### config.mk
export PLATFORM = sky130hd
export DESIGN_NAME = bus_initiator
export DESIGN_NICKNAME = d
export VERILOG_FILES = /design/src/rtl/bus_initiator_pkg.sv /design/src/rtl/sync_n.sv /design/src/rtl/bus_initiator.sv
export SDC_FILE = /design/constraint.sdc
export NUM_CORES = 1
export LEC_CHECK = 0
export CORE_MARGIN = 1
export CORE_UTILIZATION = 47
export DETAILED_ROUTE_END_ITERATION = 12
export GPL_TIMING_DRIVEN = 0
export MAX_ROUTING_LAYER = met4
export PLACE_DENSITY_LB_ADDON = 0.1
export SYNTH_ARGS = -nofsm -noshare
export SYNTH_HDL_FRONTEND = slang
export SYNTH_HIERARCHICAL = 1
export SYNTH_SLANG_ARGS = --single-unit
### constraint.sdc
create_clock -name CLK -period 3.6 [get_ports CLK]
set_clock_uncertainty 0.2 [all_clocks]
set_input_delay 0.54 -clock CLK [delete_from_list [all_inputs] [get_ports CLK]]
set_output_delay 0.54 -clock CLK [all_outputs]
set_load 0.03 [all_outputs]
### src/rtl/bus_initiator_pkg.sv
// rtl/bus_initiator_pkg.sv - shared types, SIZ encodings and DSACK decoding for bus_initiator
package bus_initiator_pkg;

  typedef enum logic [2:0] {
    ST_IDLE,
    ST_ADDR,
    ST_ASSERT,
    ST_TERM,
    ST_DONE
  } state_t;

  localparam logic [1:0] SIZ_BYTE  = 2'b01;
  localparam logic [1:0] SIZ_WORD  = 2'b10;
  localparam logic [1:0] SIZ_3BYTE = 2'b11;
  localparam logic [1:0] SIZ_LONG  = 2'b00;

  // Responding port width in bytes; 0 means no termination yet.
  function automatic logic [2:0] port_bytes(input logic dsack1_n, input logic dsack0_n);
    case ({dsack1_n, dsack0_n})
      2'b00:   return 3'd4;
      2'b01:   return 3'd2;
      2'b10:   return 3'd1;
      default: return 3'd0;
    endcase
  endfunction

  // Places the low nbytes of a right-justified operand on the top of the bus.
  function automatic logic [31:0] left_just(input logic [31:0] v, input logic [2:0] nbytes);
    return v << (6'd32 - {nbytes, 3'b000});
  endfunction

endpackage

### src/rtl/sync_n.sv
// rtl/sync_n.sv - STAGES-deep synchroniser for an active-low async input, resets to 1
module sync_n #(
  parameter int STAGES = 2
) (
  input  logic clk,
  input  logic rst_n,
  input  logic d,
  output logic q
);

  logic [STAGES-1:0] chain;

  always_ff @(posedge clk or negedge rst_n) begin
    if (!rst_n) chain <= '1;
    else        chain <= (chain << 1) | STAGES'(d);
  end

  assign q = chain[STAGES-1];

endmodule

### src/rtl/bus_initiator.sv
// rtl/bus_initiator.sv - 68030-style async bus master with dynamic bus sizing.
// Optional ASSERT-phase timeout enabled by defining BUS_TIMEOUT_EN.
module bus_initiator
  import bus_initiator_pkg::*;
#(
  parameter int TIMEOUT_CYCLES = 255,
  parameter int SYNC_STAGES    = 2
) (
  input  logic        CLK,
  input  logic        RST_n,
  input  logic        REQ,
  input  logic [31:0] REQ_ADDR,
  input  logic        REQ_RW,
  input  logic [1:0]  REQ_SIZE,
  input  logic [2:0]  REQ_FC,
  input  logic [31:0] REQ_WDATA,
  output logic        BUSY,
  output logic        ACK,
  output logic [31:0] RSP_RDATA,
  output logic        RSP_ERR,
  output logic [31:0] A,
  output logic [2:0]  FC,
  output logic [1:0]  SIZ,
  output logic        RW,
  output logic        AS_n,
  output logic        DS_n,
  output logic [31:0] D_OUT,
  output logic        D_OE,
  input  logic [31:0] D_IN,
  input  logic        DSACK0_n,
  input  logic        DSACK1_n,
  input  logic        BERR_n
);

  localparam int DW = $clog2(SYNC_STAGES + 1);

  state_t        state_q, state_d;
  logic [31:0]   addr_q, wdata_q;
  logic [2:0]    rem_q;
  logic          rw_q;
  logic [DW-1:0] dwell_q;

  logic dsack0_s, dsack1_s, berr_s;

  sync_n #(.STAGES(SYNC_STAGES)) u_sync_dsack0 (.clk(CLK), .rst_n(RST_n), .d(DSACK0_n), .q(dsack0_s));
  sync_n #(.STAGES(SYNC_STAGES)) u_sync_dsack1 (.clk(CLK), .rst_n(RST_n), .d(DSACK1_n), .q(dsack1_s));
  sync_n #(.STAGES(SYNC_STAGES)) u_sync_berr   (.clk(CLK), .rst_n(RST_n), .d(BERR_n),   .q(berr_s));

  logic [2:0] req_bytes, pbytes, xfer_n;
  logic       misaligned, term_ok, timeout, bus_err, terminate;

  always_comb begin
    case (REQ_SIZE)
      SIZ_BYTE:  req_bytes = 3'd1;
      SIZ_WORD:  req_bytes = 3'd2;
      SIZ_3BYTE: req_bytes = 3'd3;
      SIZ_LONG:  req_bytes = 3'd4;
    endcase
  end

  assign misaligned = (REQ_SIZE == SIZ_WORD && REQ_ADDR[0]) ||
                      (REQ_SIZE == SIZ_LONG && REQ_ADDR[1:0] != 2'b00);
  assign pbytes     = port_bytes(dsack1_s, dsack0_s);
  assign xfer_n     = (pbytes < rem_q) ? pbytes : rem_q;
  // Synchroniser latency: earlier samples may still reflect the previous sub-cycle.
  assign term_ok    = dwell_q >= DW'(SYNC_STAGES);
  assign bus_err    = (term_ok && !berr_s) || timeout;
  assign terminate  = bus_err || (term_ok && pbytes != 3'd0);

`ifdef BUS_TIMEOUT_EN
  logic [7:0] tmo_q;

  always_ff @(posedge CLK or negedge RST_n) begin
    if (!RST_n)                                       tmo_q <= '0;
    else if (state_q == ST_ADDR)                      tmo_q <= '0;
    else if (state_q == ST_ASSERT && tmo_q != 8'hFF)  tmo_q <= tmo_q + 8'd1;
  end

  assign timeout = (state_q == ST_ASSERT) && (tmo_q == 8'(TIMEOUT_CYCLES - 1));
`else
  logic unused_tmo;
  assign unused_tmo = ^8'(TIMEOUT_CYCLES);
  assign timeout    = 1'b0;
`endif

  always_ff @(posedge CLK or negedge RST_n) begin
    if (!RST_n) state_q <= ST_IDLE;
    else        state_q <= state_d;
  end

  always_comb begin
    state_d = state_q;
    case (state_q)
      ST_IDLE:   if (REQ) state_d = misaligned ? ST_DONE : ST_ADDR;
      ST_ADDR:   state_d = ST_ASSERT;
      ST_ASSERT: if (terminate) state_d = ST_TERM;
      ST_TERM:   state_d = (rem_q != 3'd0 && !RSP_ERR) ? ST_ADDR : ST_DONE;
      ST_DONE:   state_d = ST_IDLE;
      default:   state_d = ST_IDLE;
    endcase
  end

  always_ff @(posedge CLK or negedge RST_n) begin
    if (!RST_n) begin
      AS_n      <= 1'b1;
      DS_n      <= 1'b1;
      RW        <= 1'b1;
      D_OE      <= 1'b0;
      BUSY      <= 1'b0;
      ACK       <= 1'b0;
      RSP_ERR   <= 1'b0;
      RSP_RDATA <= '0;
      A         <= '0;
      FC        <= '0;
      SIZ       <= '0;
      D_OUT     <= '0;
      addr_q    <= '0;
      wdata_q   <= '0;
      rem_q     <= '0;
      rw_q      <= 1'b1;
      dwell_q   <= '0;
    end else begin
      BUSY <= (state_d != ST_IDLE);
      ACK  <= (state_d == ST_DONE);
      case (state_q)
        ST_IDLE: if (REQ) begin
          addr_q    <= REQ_ADDR;
          wdata_q   <= REQ_WDATA;
          rem_q     <= req_bytes;
          rw_q      <= REQ_RW;
          RSP_RDATA <= '0;
          RSP_ERR   <= misaligned;
          if (!misaligned) begin
            A    <= REQ_ADDR;
            FC   <= REQ_FC;
            SIZ  <= req_bytes[1:0];
            RW   <= REQ_RW;
            D_OE <= !REQ_RW;
            if (!REQ_RW) D_OUT <= left_just(REQ_WDATA, req_bytes);
          end
        end
        ST_ADDR: begin
          AS_n    <= 1'b0;
          DS_n    <= !rw_q;
          dwell_q <= DW'(1);
        end
        ST_ASSERT: begin
          if (terminate) begin
            AS_n <= 1'b1;
            DS_n <= 1'b1;
            if (bus_err) begin
              RSP_ERR <= 1'b1;
            end else begin
              addr_q <= addr_q + {29'd0, xfer_n};
              rem_q  <= rem_q - xfer_n;
              // Bytes arrive MSB first, so shift the accumulator up and append.
              if (rw_q)
                RSP_RDATA <= (RSP_RDATA << {xfer_n, 3'b000}) |
                             (D_IN >> (6'd32 - {xfer_n, 3'b000}));
            end
          end else begin
            DS_n <= 1'b0;
            if (!term_ok) dwell_q <= dwell_q + DW'(1);
          end
        end
        ST_TERM: begin
          D_OE <= 1'b0;
          if (state_d == ST_ADDR) begin
            A    <= addr_q;
            SIZ  <= rem_q[1:0];
            D_OE <= !rw_q;
            if (!rw_q) D_OUT <= left_just(wdata_q, rem_q);
          end
        end
        default: ;
      endcase
    end
  end

endmodule

### After elaboration in Yosys (flattened, before gate mapping)

Cells that the tools add are included.

* add/subtract/negate cells: 6
* $lt $le $gt $ge: 2
* eq/ne operators: 21
* shift operators: 4
* mux-type cells: 50
* bitwise operators: 5
* reductions and logical operators: 31

Operators by type and width (count)
* two-way mux 32 bit: 15
* case mux 32 bit (2 select lines): 4
* << shifter 32 x 6 -> 32 bit: 3
* adder 32 x 3 -> 32 bit: 1
* OR 32 bit: 1
* right shift 32 x 6 -> 32 bit: 1
* two-way mux 3 bit: 8
* case mux 3 bit (4 select lines): 2
* inequality test 2 bit (second input constant): 11
* subtractor 6 bit (first input constant): 3
* AND reduction 4 bit: 3
* two-way mux 2 bit: 5
* case mux 3 bit (3 select lines): 1
* AND reduction 3 bit: 3
* nonzero test 3 bit: 3
* two-way mux 1 bit: 8
* case mux 1 bit (2 select lines): 4
* case mux 2 bit (2 select lines): 2
* nonzero test 2 bit: 4
* == test 2 bit (second input constant): 3
* == test 3 x 1 -> 1 bit (second input constant): 2
* == test 3 x 2 -> 1 bit (second input constant): 2
* OR 2 x 1 -> 2 bit: 3
* case mux 3 bit (2 select lines): 1
* other kinds (15): 26

* flip-flop bits (word level): 187
* bits of input ports: 108
* output and inout port bits: 108
* logic and storage cells: 140

### Logic depth before layout (Yosys ltp)

Gate-level depths: netlist of run 1.

* depth in word-level cells: 11
* mapped depth: 18
* mapped depth without buffers: 15

### Hierarchy

The synthesis of run 1 kept the hierarchy.

By module, submodules not included
* bus_initiator: times used 1, cells an instance 1119, area each 10435.0 µm², seq. area each 4534.3 µm²
* sync_n: times used 3, cells an instance 2, area each 52.6 µm², seq. area each 52.6 µm²

### Worst setup path before layout of run 1

OpenSTA, ideal clock, no wires.

* path type: flip-flop to flip-flop
* from: reg u_sync_dsack1.chain[1]
* to: reg addr_q[30]
* library setup time: 79 ps
* arrival time: 3739 ps
* data required time: 3321 ps
* slack: -419 ps
* cell stages (with the launch flop): 18
* buffers on the path: 2
* clock period less this slack: 4019 ps
* path through: dfstp_2 > or2_2 > inv_1 > ha_1 > nor2b_1 > o21a_1 > o21ai_4 > buf_2 > buf_2 > ha_1 > inv_1 > fa_1 > nor2b_1 > o21ai_0 > nor3_1 > nand3_1 > a21oi_1 > a2bb2oi_1

* cells in the longest elaborated chain, start to end: 8
* elaborated cells between the ends (all ways): 15
* those cells by class: add/sub: 1; order compare: 1; eq/ne: 3; mux: 5; reduce/logical: 5

RTL lines
* start: declaration: line sync_n.sv:11 `logic [STAGES-1:0] chain;`
* start signal: assignment: line sync_n.sv:15 `else chain <= (chain << 1) | STAGES'(d);`
* == test 2 bit, or another cell as far along: line bus_initiator_pkg.sv:19 `case ({dsack1_n, dsack0_n})`
* case mux 3 bit (3 select lines) (*): line bus_initiator_pkg.sv:19
* < comparator 3 bit: line bus_initiator.sv:64 `assign xfer_n = (pbytes < rem_q) ? pbytes : rem_q;`
* two-way mux 3 bit: line bus_initiator.sv:64
* adder 32 x 3 -> 32 bit: line bus_initiator.sv:154 `addr_q <= addr_q + {29'd0, xfer_n};`
* two-way mux 32 bit: line bus_initiator.sv:151 `if (bus_err) begin`
* two-way mux 32 bit: line bus_initiator.sv:148 `if (terminate) begin`
* case mux 32 bit (2 select lines): line bus_initiator.sv:125 `case (state_q)`
* end signal: assignment: line bus_initiator.sv:154
* end: declaration: line bus_initiator.sv:38 `logic [31:0] addr_q, wdata_q;`

Mark *: on every way between the ends. The rest lies on a longest branch, timed or not. The select of a mux whose other input is x is not followed.
A chain may end at the register's enable or synchronous reset.

### Final worst setup path of run 1

* from: reg u_sync_dsack0.chain[1]
* to: reg addr_q[26]

* cells in the longest elaborated chain, start to end: 8
* elaborated cells between the ends (all ways): 15
* those cells by class: add/sub: 1; order compare: 1; eq/ne: 3; mux: 5; reduce/logical: 5

RTL lines (line)
* start: declaration: sync_n.sv:11
* start signal: assignment: sync_n.sv:15
* == test 2 bit, or another cell as far along: bus_initiator_pkg.sv:19
* case mux 3 bit (3 select lines) (*): bus_initiator_pkg.sv:19
* < comparator 3 bit: bus_initiator.sv:64
* two-way mux 3 bit: bus_initiator.sv:64
* adder 32 x 3 -> 32 bit: bus_initiator.sv:154
* two-way mux 32 bit: bus_initiator.sv:151
* two-way mux 32 bit: bus_initiator.sv:148
* case mux 32 bit (2 select lines): bus_initiator.sv:125

Marks and branches as above.

==> results by group, run 1 <==
Outcome
  • Status: finished, violations left
  • Violated checks: DRC

Worst setup path
  • Data required, critical path: 3.71 ns
  • Crit-path slowest cell: dfstp_2
  • Worst Setup Start Kind: register
  • Critical path peak fanout: 5
  • Crit path capture type: register
  • Arr. time, crit path: 3.66 ns
  • Worst path cell trace: or2_4, inv_2, ha_4, nor2b_1, o21a_1, o21ai_4, buf_8, ha_4, inv_2, fa_2, nor2b_4, o21ai_4, nor3_4, buf_4, nand4_1, o21ai_0, a21oi_1
  • Slowest stage delay, CP: 0.54 ns
  • Setup CP Type: register to register

Timing
  • Slew @ Worst Pin: 1.03 ns
  • Worst hold margin: 0.158 ns
  • Final hold vios: 0
  • Final period utilization: 98.6%
  • Slew headroom: 30.9%
  • Tmin final: 3.55 ns
  • Pins over their slew limit: 0
  • Max Freq: 282 MHz
  • Final setup vio count: 0
  • RSZ-0062 raised after global routing: yes

Die
  • Chip width: 152 um
  • Core area: 0.0220 sq mm
  • Die extent in y: 152 um
  • Starting density of the core: 48.2%
  • Die Area: 0.0231 sq mm
  • # IOs: 216
  • # rows: 54

Global routing
  • First-pass GRT wire length: 56600 um
  • Number of global-route vias before repair: 9749
  • Grt ovf: 0
  • Initial antenna violation count: 3
  • Pin count of the biggest net entering global routing: 99
  • GRT Overall Usage: 32.5%

Place
  • Post-DP HPWL: 25700 um
  • RD Place Congestion: 0.964
  • I/O Buffers: 215

CTS
  • TritonCTS Sinks: 187
  • Worst-Skew Late Latency: 0.44 ns
  • H-tree depth: 4
  • CTS max path bufs: 2
  • CTS tree: built
  • Num CTS Buffers: 17
  • Worst-path clk slew: 0.07 ns
  • Clk root buf: clkbuf_16

Detailed routing
  • Drt pass-1 iters: 10
  • Wire per inst: 21.9 um
  • Via count: 10.4k
  • Detailed Route WL: 36600 um
  • Drt drc: 28
  • Violation count after the first detailed-route iteration: 1136
  • Vias per inst: 6.19
  • Post-route ant nets: 0

Synthesis
  • Post-synth EDFFs: 0
  • Post-synthesis sequential area ratio: 44.3%
  • Most used DFF post-synth: dfrtp_1
  • Synth Register Bits: 187
  • Synthesis Warnings: 6
  • Synth Net Count: 1250
  • Cell count after synthesis: 1125
  • Synthesized cell area: 0.0106 sq mm
  • Syn avg cell area: 9.42 sq um
  • FFs w/ async S/R, synth: 100%
  • Synth cell types: 70

Layout
  • Final-stage net count: 1505
  • Layout cells sized above 1: 14.7%
  • Area grow syn2layout: 33.4%
  • Fin util: 64.4%

Power and ir drop
  • Internal power: 7190 uW
  • Max VDD drop: 525 uV
  • Sequential share of power: 28.5%
  • Sw frac: 47.6%
  • Pwr dens: 972 mW/mm^2
  • Psw: 6540 uW
  • Gate power share: 57.6%
  • Clock power share: 13.9%
  • Leak: 0.00599 uW

Min path
  • Hold crit path type: register to register

Flow run
  • Max cap viols: 0
-- cells in the mapped netlist (13+ instances only) --
| library cell | number | area, sq um |
|---|---|---|
| a211oi_1 | 15 | 113 |
| a21oi_1 | 89 | 445 |
| a221oi_1 | 26 | 228 |
| a22oi_1 | 34 | 255 |
| buf_2 | 30 | 150 |
| clkbuf_1 | 46 | 173 |
| dfrtp_1 | 177 | 4430 |
| ha_1 | 15 | 188 |
| inv_1 | 14 | 52.6 |
| mux2_2 | 57 | 642 |
| mux2i_1 | 66 | 661 |
| nand2_1 | 138 | 518 |
| nand3_1 | 13 | 65.1 |
| nor2_1 | 83 | 312 |
| nor2b_1 | 24 | 150 |
| o21ai_0 | 103 | 515 |
-- power by group through the flow --
stage | Sequential [uW] | Clock, uW | Combinational, uW
floorplan | 4750 | 0 | 3890
global placement | 3890 | 0 | 7450
detailed placement | 3910 | 0 | 7570
CTS | 3880 | 1940 | 7700
global route | 4030 | 2020 | 8440
finish | 3910 | 1920 | 7910
-- worst max-delay path: cells and delay by family (launching register included) --
kind                       cells  cell delay (ns)
and+or+nand+nor                5             0.79
adders and majority gates      3             0.75
AOI/OAI and AO/OA              5             0.72
DFF                            1             0.54
buffers and inverters          4             0.40
-- cell families (layout without fill, tap and decap cells) --
kind of cell | Yosys count | in the layout | synth area share [%]
compound gates | 380 | 380 | 23.8
simple gates | 309 | 309 | 13.1
flops | 187 | 187 | 44.3
mux | 123 | 123 | 12.3
buf+inv | 106 | 374 | 4.15
fa+ha+maj | 17 | 17 | 2.15
xor+xnor | 3 | 3 | 0.248
other cells | 0 | 3 | 0
-- sequential cells by signal, summed over array words and instances, names as in the netlist, 2 cells and up --
signal / cells
dwell_q: 2
RSP_RDATA: 32
rem_q: 3
u_sync_berr/chain: 2
SIZ: 2
u_sync_dsack0/chain: 2
D_OUT: 32
A: 32
state_q: 3
FC: 3
u_sync_dsack1/chain: 2
wdata_q: 32
addr_q: 32
-- placed cells by master (no fill, tap or decap), types with 15 or more instances in the layout --
cell	synthesis	layout
clkdlybuf4s50_1	0	214
dfrtp_1	177	177
nand2_1	138	138
o21ai_0	103	97
a21oi_1	89	89
nor2_1	83	82
mux2i_1	66	66
mux2_2	57	57
clkbuf_1	46	35
a22oi_1	34	33
buf_4	0	28
a221oi_1	26	24
buf_2	30	23
nor2b_1	24	21
clkbuf_16	0	17
a211oi_1	15	15
-- layer usage --
layer  up-vias  global-route usage, %  part of all wire (%)
li1       4669                      -                     -
met1      5056                   45.7                    44
met2       574                   47.6                    45
met3        75                   5.96                   8.9
met4         0                   9.72                   2.0
met5         -                      -                     0
-- worst paths after layout --
path,from,end,slack [ns],cells after the start
min in group asynchronous,RST_n,D_OUT[20],0.50,2
max,u_sync_dsack0/chain[1],addr_q[26],0.05,17
max in group asynchronous,RST_n,RSP_RDATA[28],1.74,3
max reg2reg,u_sync_dsack0/chain[1],addr_q[26],0.05,17
min,u_sync_dsack0/chain[0],u_sync_dsack0/chain[1],0.16,0
min reg2reg,u_sync_dsack0/chain[0],u_sync_dsack0/chain[1],0.16,0
-- what timing repair did --
| action | in CTS | in global routing |
|---|---|---|
| gates resized for setup | 26 | 20 |
| buffers inserted | 9 | 16 |
| hold endpoints to repair | 87 | 0 |
| endpoints found under the setup margin | 128 | 77 |
| pin swaps | 6 | 6 |
| cloned | 0 | 0 |
| hold buffers | 1 | 0 |
-- per-stage QoR --
step	setup WS, ns	instance area [sq um]	TNS (ns)	power (uW)	cells
detailed placement	-1.55	13200	-103.44	11500	1621
CTS	-0.0457	14000	-0.170	13500	1659
global route	-0.0452	14100	-0.303	14500	1676
global placement	-6.39	13200	-1261.45	11300	1620
floorplan	-0.00880	10700	-0.00880	8640	1125
finish	0.0500	14100	0	13700	1676
-- cell type report --
cell class                 count  area, sq um
fill                        1847         7830
inverter                      15         61.3
sequential                   187         4690
tap                          280          350
buffer                        85          415
multi-input combinational    832         5640
timing repair buffer         242         2380
antenna                        3         7.51
clock buffer                  18          429
clock inverter                14          158
(Power assumes the default switching activity.)
==> run 2, diff against run 1 <==
CTS_BUF_LIST = sky130_fd_sc_hd__clkbuf_8 sky130_fd_sc_hd__clkbuf_16   (was not set)
==> results by group, run 2 (same netlist as run 1, synthesis figures left out) <==
Outcome
  • Status: finished, violations left
  • Violated checks: DRC

CTS
  • TritonCTS Sinks: 187 (unchanged)
  • CTS tree: built
  • Worst-path clk slew: 0.07 ns (about the same)
  • CTS max path bufs: 2 (unchanged)
  • Clk root buf: clkbuf_16
  • Worst-Skew Late Latency: 0.44 ns (about the same)
  • H-tree depth: 4 (unchanged)
  • Num CTS Buffers: 17 (unchanged)

Die
  • # IOs: 216 (unchanged)
  • Chip width: 152 um (unchanged)
  • Starting density of the core: 48.2% (unchanged)
  • Core area: 0.0220 sq mm (unchanged)
  • Die extent in y: 152 um (unchanged)
  • # rows: 54 (unchanged)
  • Die Area: 0.0231 sq mm (unchanged)

Detailed routing
  • Drt drc: 28 (unchanged)
  • Drt pass-1 iters: 10 (unchanged)
  • Detailed Route WL: 36600 um (about the same)
  • Violation count after the first detailed-route iteration: 1136 (unchanged)
  • Post-route ant nets: 0 (unchanged)
  • Via count: 10.4k (-0.039%)
  • Wire per inst: 21.8 um (about the same)
  • Vias per inst: 6.19 (about the same)

Global routing
  • Busiest metal layer after global routing: met2
  • First-pass GRT wire length: 56600 um (unchanged)
  • Pin count of the biggest net entering global routing: 99 (unchanged)
  • Met2 Use GR: 47.6% (unchanged)
  • Grt ovf: 0 (unchanged)
  • M1 GR Usage: 45.7% (unchanged)
  • Initial antenna violation count: 3 (unchanged)
  • Number of global-route vias before repair: 9749 (unchanged)
  • GRT Overall Usage: 32.5% (unchanged)
  • Grt met3 use: 5.96% (unchanged)

Power and ir drop
  • Total power draw: 13700 uW (about the same)
  • Leak: 0.00599 uW (about the same)
  • Max VDD drop: 525 uV (about the same)
  • Pwr dens: 971 mW/mm^2 (about the same)

Timing
  • Pins over their slew limit: 0 (unchanged)
  • Tmin final: 3.55 ns (+0.00372 ns)
  • Final hold vios: 0 (unchanged)
  • Final setup vio count: 0 (unchanged)
  • Slew headroom: 31.2% (+0.22 points)
  • RSZ-0062 raised after global routing: yes
  • Final period utilization: 98.7% (+0.10 points)
  • Slew @ Worst Pin: 1.02 ns (-0.00326 ns)
  • Max Freq: 281 MHz (-0.10%)

Layout
  • Storage element area: 0.00469 sq mm (unchanged)
  • Layout Cells excl Fill: 1676 (unchanged)
  • Area grow syn2layout: 33.4% (unchanged)
  • Area of the multi-input gates: 0.00564 sq mm (unchanged)
  • Most common cell after layout, fill and taps aside: clkdlybuf4s50_1
  • Filler cells: 1847 (unchanged)
  • Commonest non-fill, non-tap cells in the layout: 214 x clkdlybuf4s50_1, 177 x dfrtp_1, 138 x nand2_1, 97 x o21ai_0, 89 x a21oi_1
  • Layout cells sized above 1: 14.7% (unchanged)
  • Final-stage net count: 1505 (unchanged)

Place
  • Post-DP HPWL: 25700 um (unchanged)
  • I/O Buffers: 215 (unchanged)
  • Dpl cells: 1621 (unchanged)
  • RD Place Congestion: 0.964 (unchanged)

Worst setup path
  • Data required, critical path: 3.71 ns (about the same)
  • Origin of the critical flop-to-flop path: u_sync_dsack0/chain[1]
  • Worst Setup Start Kind: register
  • Register-to-register path setup slack: 0.05 ns (about the same)
  • Critical Path Start: u_sync_dsack0/chain[1]
  • Critical path peak fanout: 5 (unchanged)
  • Worst r2r dst: addr_q[26]
  • Worst setup path endpoint: addr_q[26]
  • Arr. time, crit path: 3.67 ns (about the same)
  • Crit path capture type: register
  • Setup CP Type: register to register
  • Reg2Reg Depth: 17 (unchanged)

Min path
  • Hold crit path type: register to register

Flow run
  • Max cap viols: 0 (unchanged)
## run 2: cell types whose count changed in the layout (fill, tap and decap cells not counted)
cell / delta
clkbuf_1: -1
inv_1: +1
## run 2: metrics by stage
stage	TNS (ns)	util (%)	area [sq um]	hold slack [ns]	setup WS, ns
after floorplan	-0.00880	-	10700	0.0444	-0.00880
after global placement	-1261.45	60.1	13200	0.148	-6.39
after detailed placement	-103.44	60.3	13200	0.148	-1.55
after CTS	-0.170	63.6	14000	0.158	-0.0457
after global routing	-0.303	64.4	14100	0.161	-0.0452
final	0	64.4	14100	0.158	0.0462
## run 2: routing by layer
layer / share of wire, % / vias up / wire length [um]
met1: 44 / 5042 / 16100
met4: 2.1 / 0 / 778
met5: 0 / - / 0
met2: 45 / 581 / 16400
li1: - / 4667 / -
met3: 9.1 / 80 / 3340
## run 2: worst min path at each step
stage / from / endpoint / slack, ns / cells past startpoint
floorplan: RST_n / ACK / 0.04 / 0
global placement: u_sync_dsack0/chain[0] / u_sync_dsack0/chain[1] / 0.15 / 0
detailed placement: u_sync_dsack0/chain[0] / u_sync_dsack0/chain[1] / 0.15 / 0
CTS: u_sync_dsack0/chain[0] / u_sync_dsack0/chain[1] / 0.16 / 0
global route: u_sync_dsack0/chain[0] / u_sync_dsack0/chain[1] / 0.16 / 0
finish: u_sync_dsack0/chain[0] / u_sync_dsack0/chain[1] / 0.16 / 0
## run 2: layout make-up
class	count	area share, %
flip-flops and latches	187	33.2
clock buffers	17	3.01
well taps	280	2.48
inverters	15	0.434
repair buffers	242	16.9
multi-input cells	832	39.9
plain buffers	85	2.94
diodes	3	0.0531
clock inverters	15	1.14
## run 2: worst max-delay path: stages (launching register included)
cell,delay [ns]
dfstp_2,0.54
or2_4,0.12
inv_2,0.05
ha_4,0.24
nor2b_1,0.13
o21a_1,0.21
o21ai_4,0.20
buf_8,0.15
ha_4,0.14
inv_2,0.03
fa_2,0.37
nor2b_4,0.18
o21ai_4,0.10
nor3_4,0.29
buf_4,0.17
nand4_1,0.09
o21ai_0,0.11
a21oi_1,0.10
## run 2: repair_timing
| item | CTS | global route |
|---|---|---|
| setup buffers | 9 | 16 |
| setup endpoints to repair | 128 | 77 |
| pin swaps | 6 | 6 |
| endpoints found under the hold margin | 87 | 0 |
| resized for setup | 26 | 20 |
| hold buffers | 1 | 0 |
| cloned | 0 | 0 |
## run 2: power breakdown
part           switching [uW]  leakage (uW)  internal [uW]  total, uW
registers                 820       0.00225           3080       3910
clock network             929      0.000291            984       1910
logic                    4790       0.00346           3120       7910
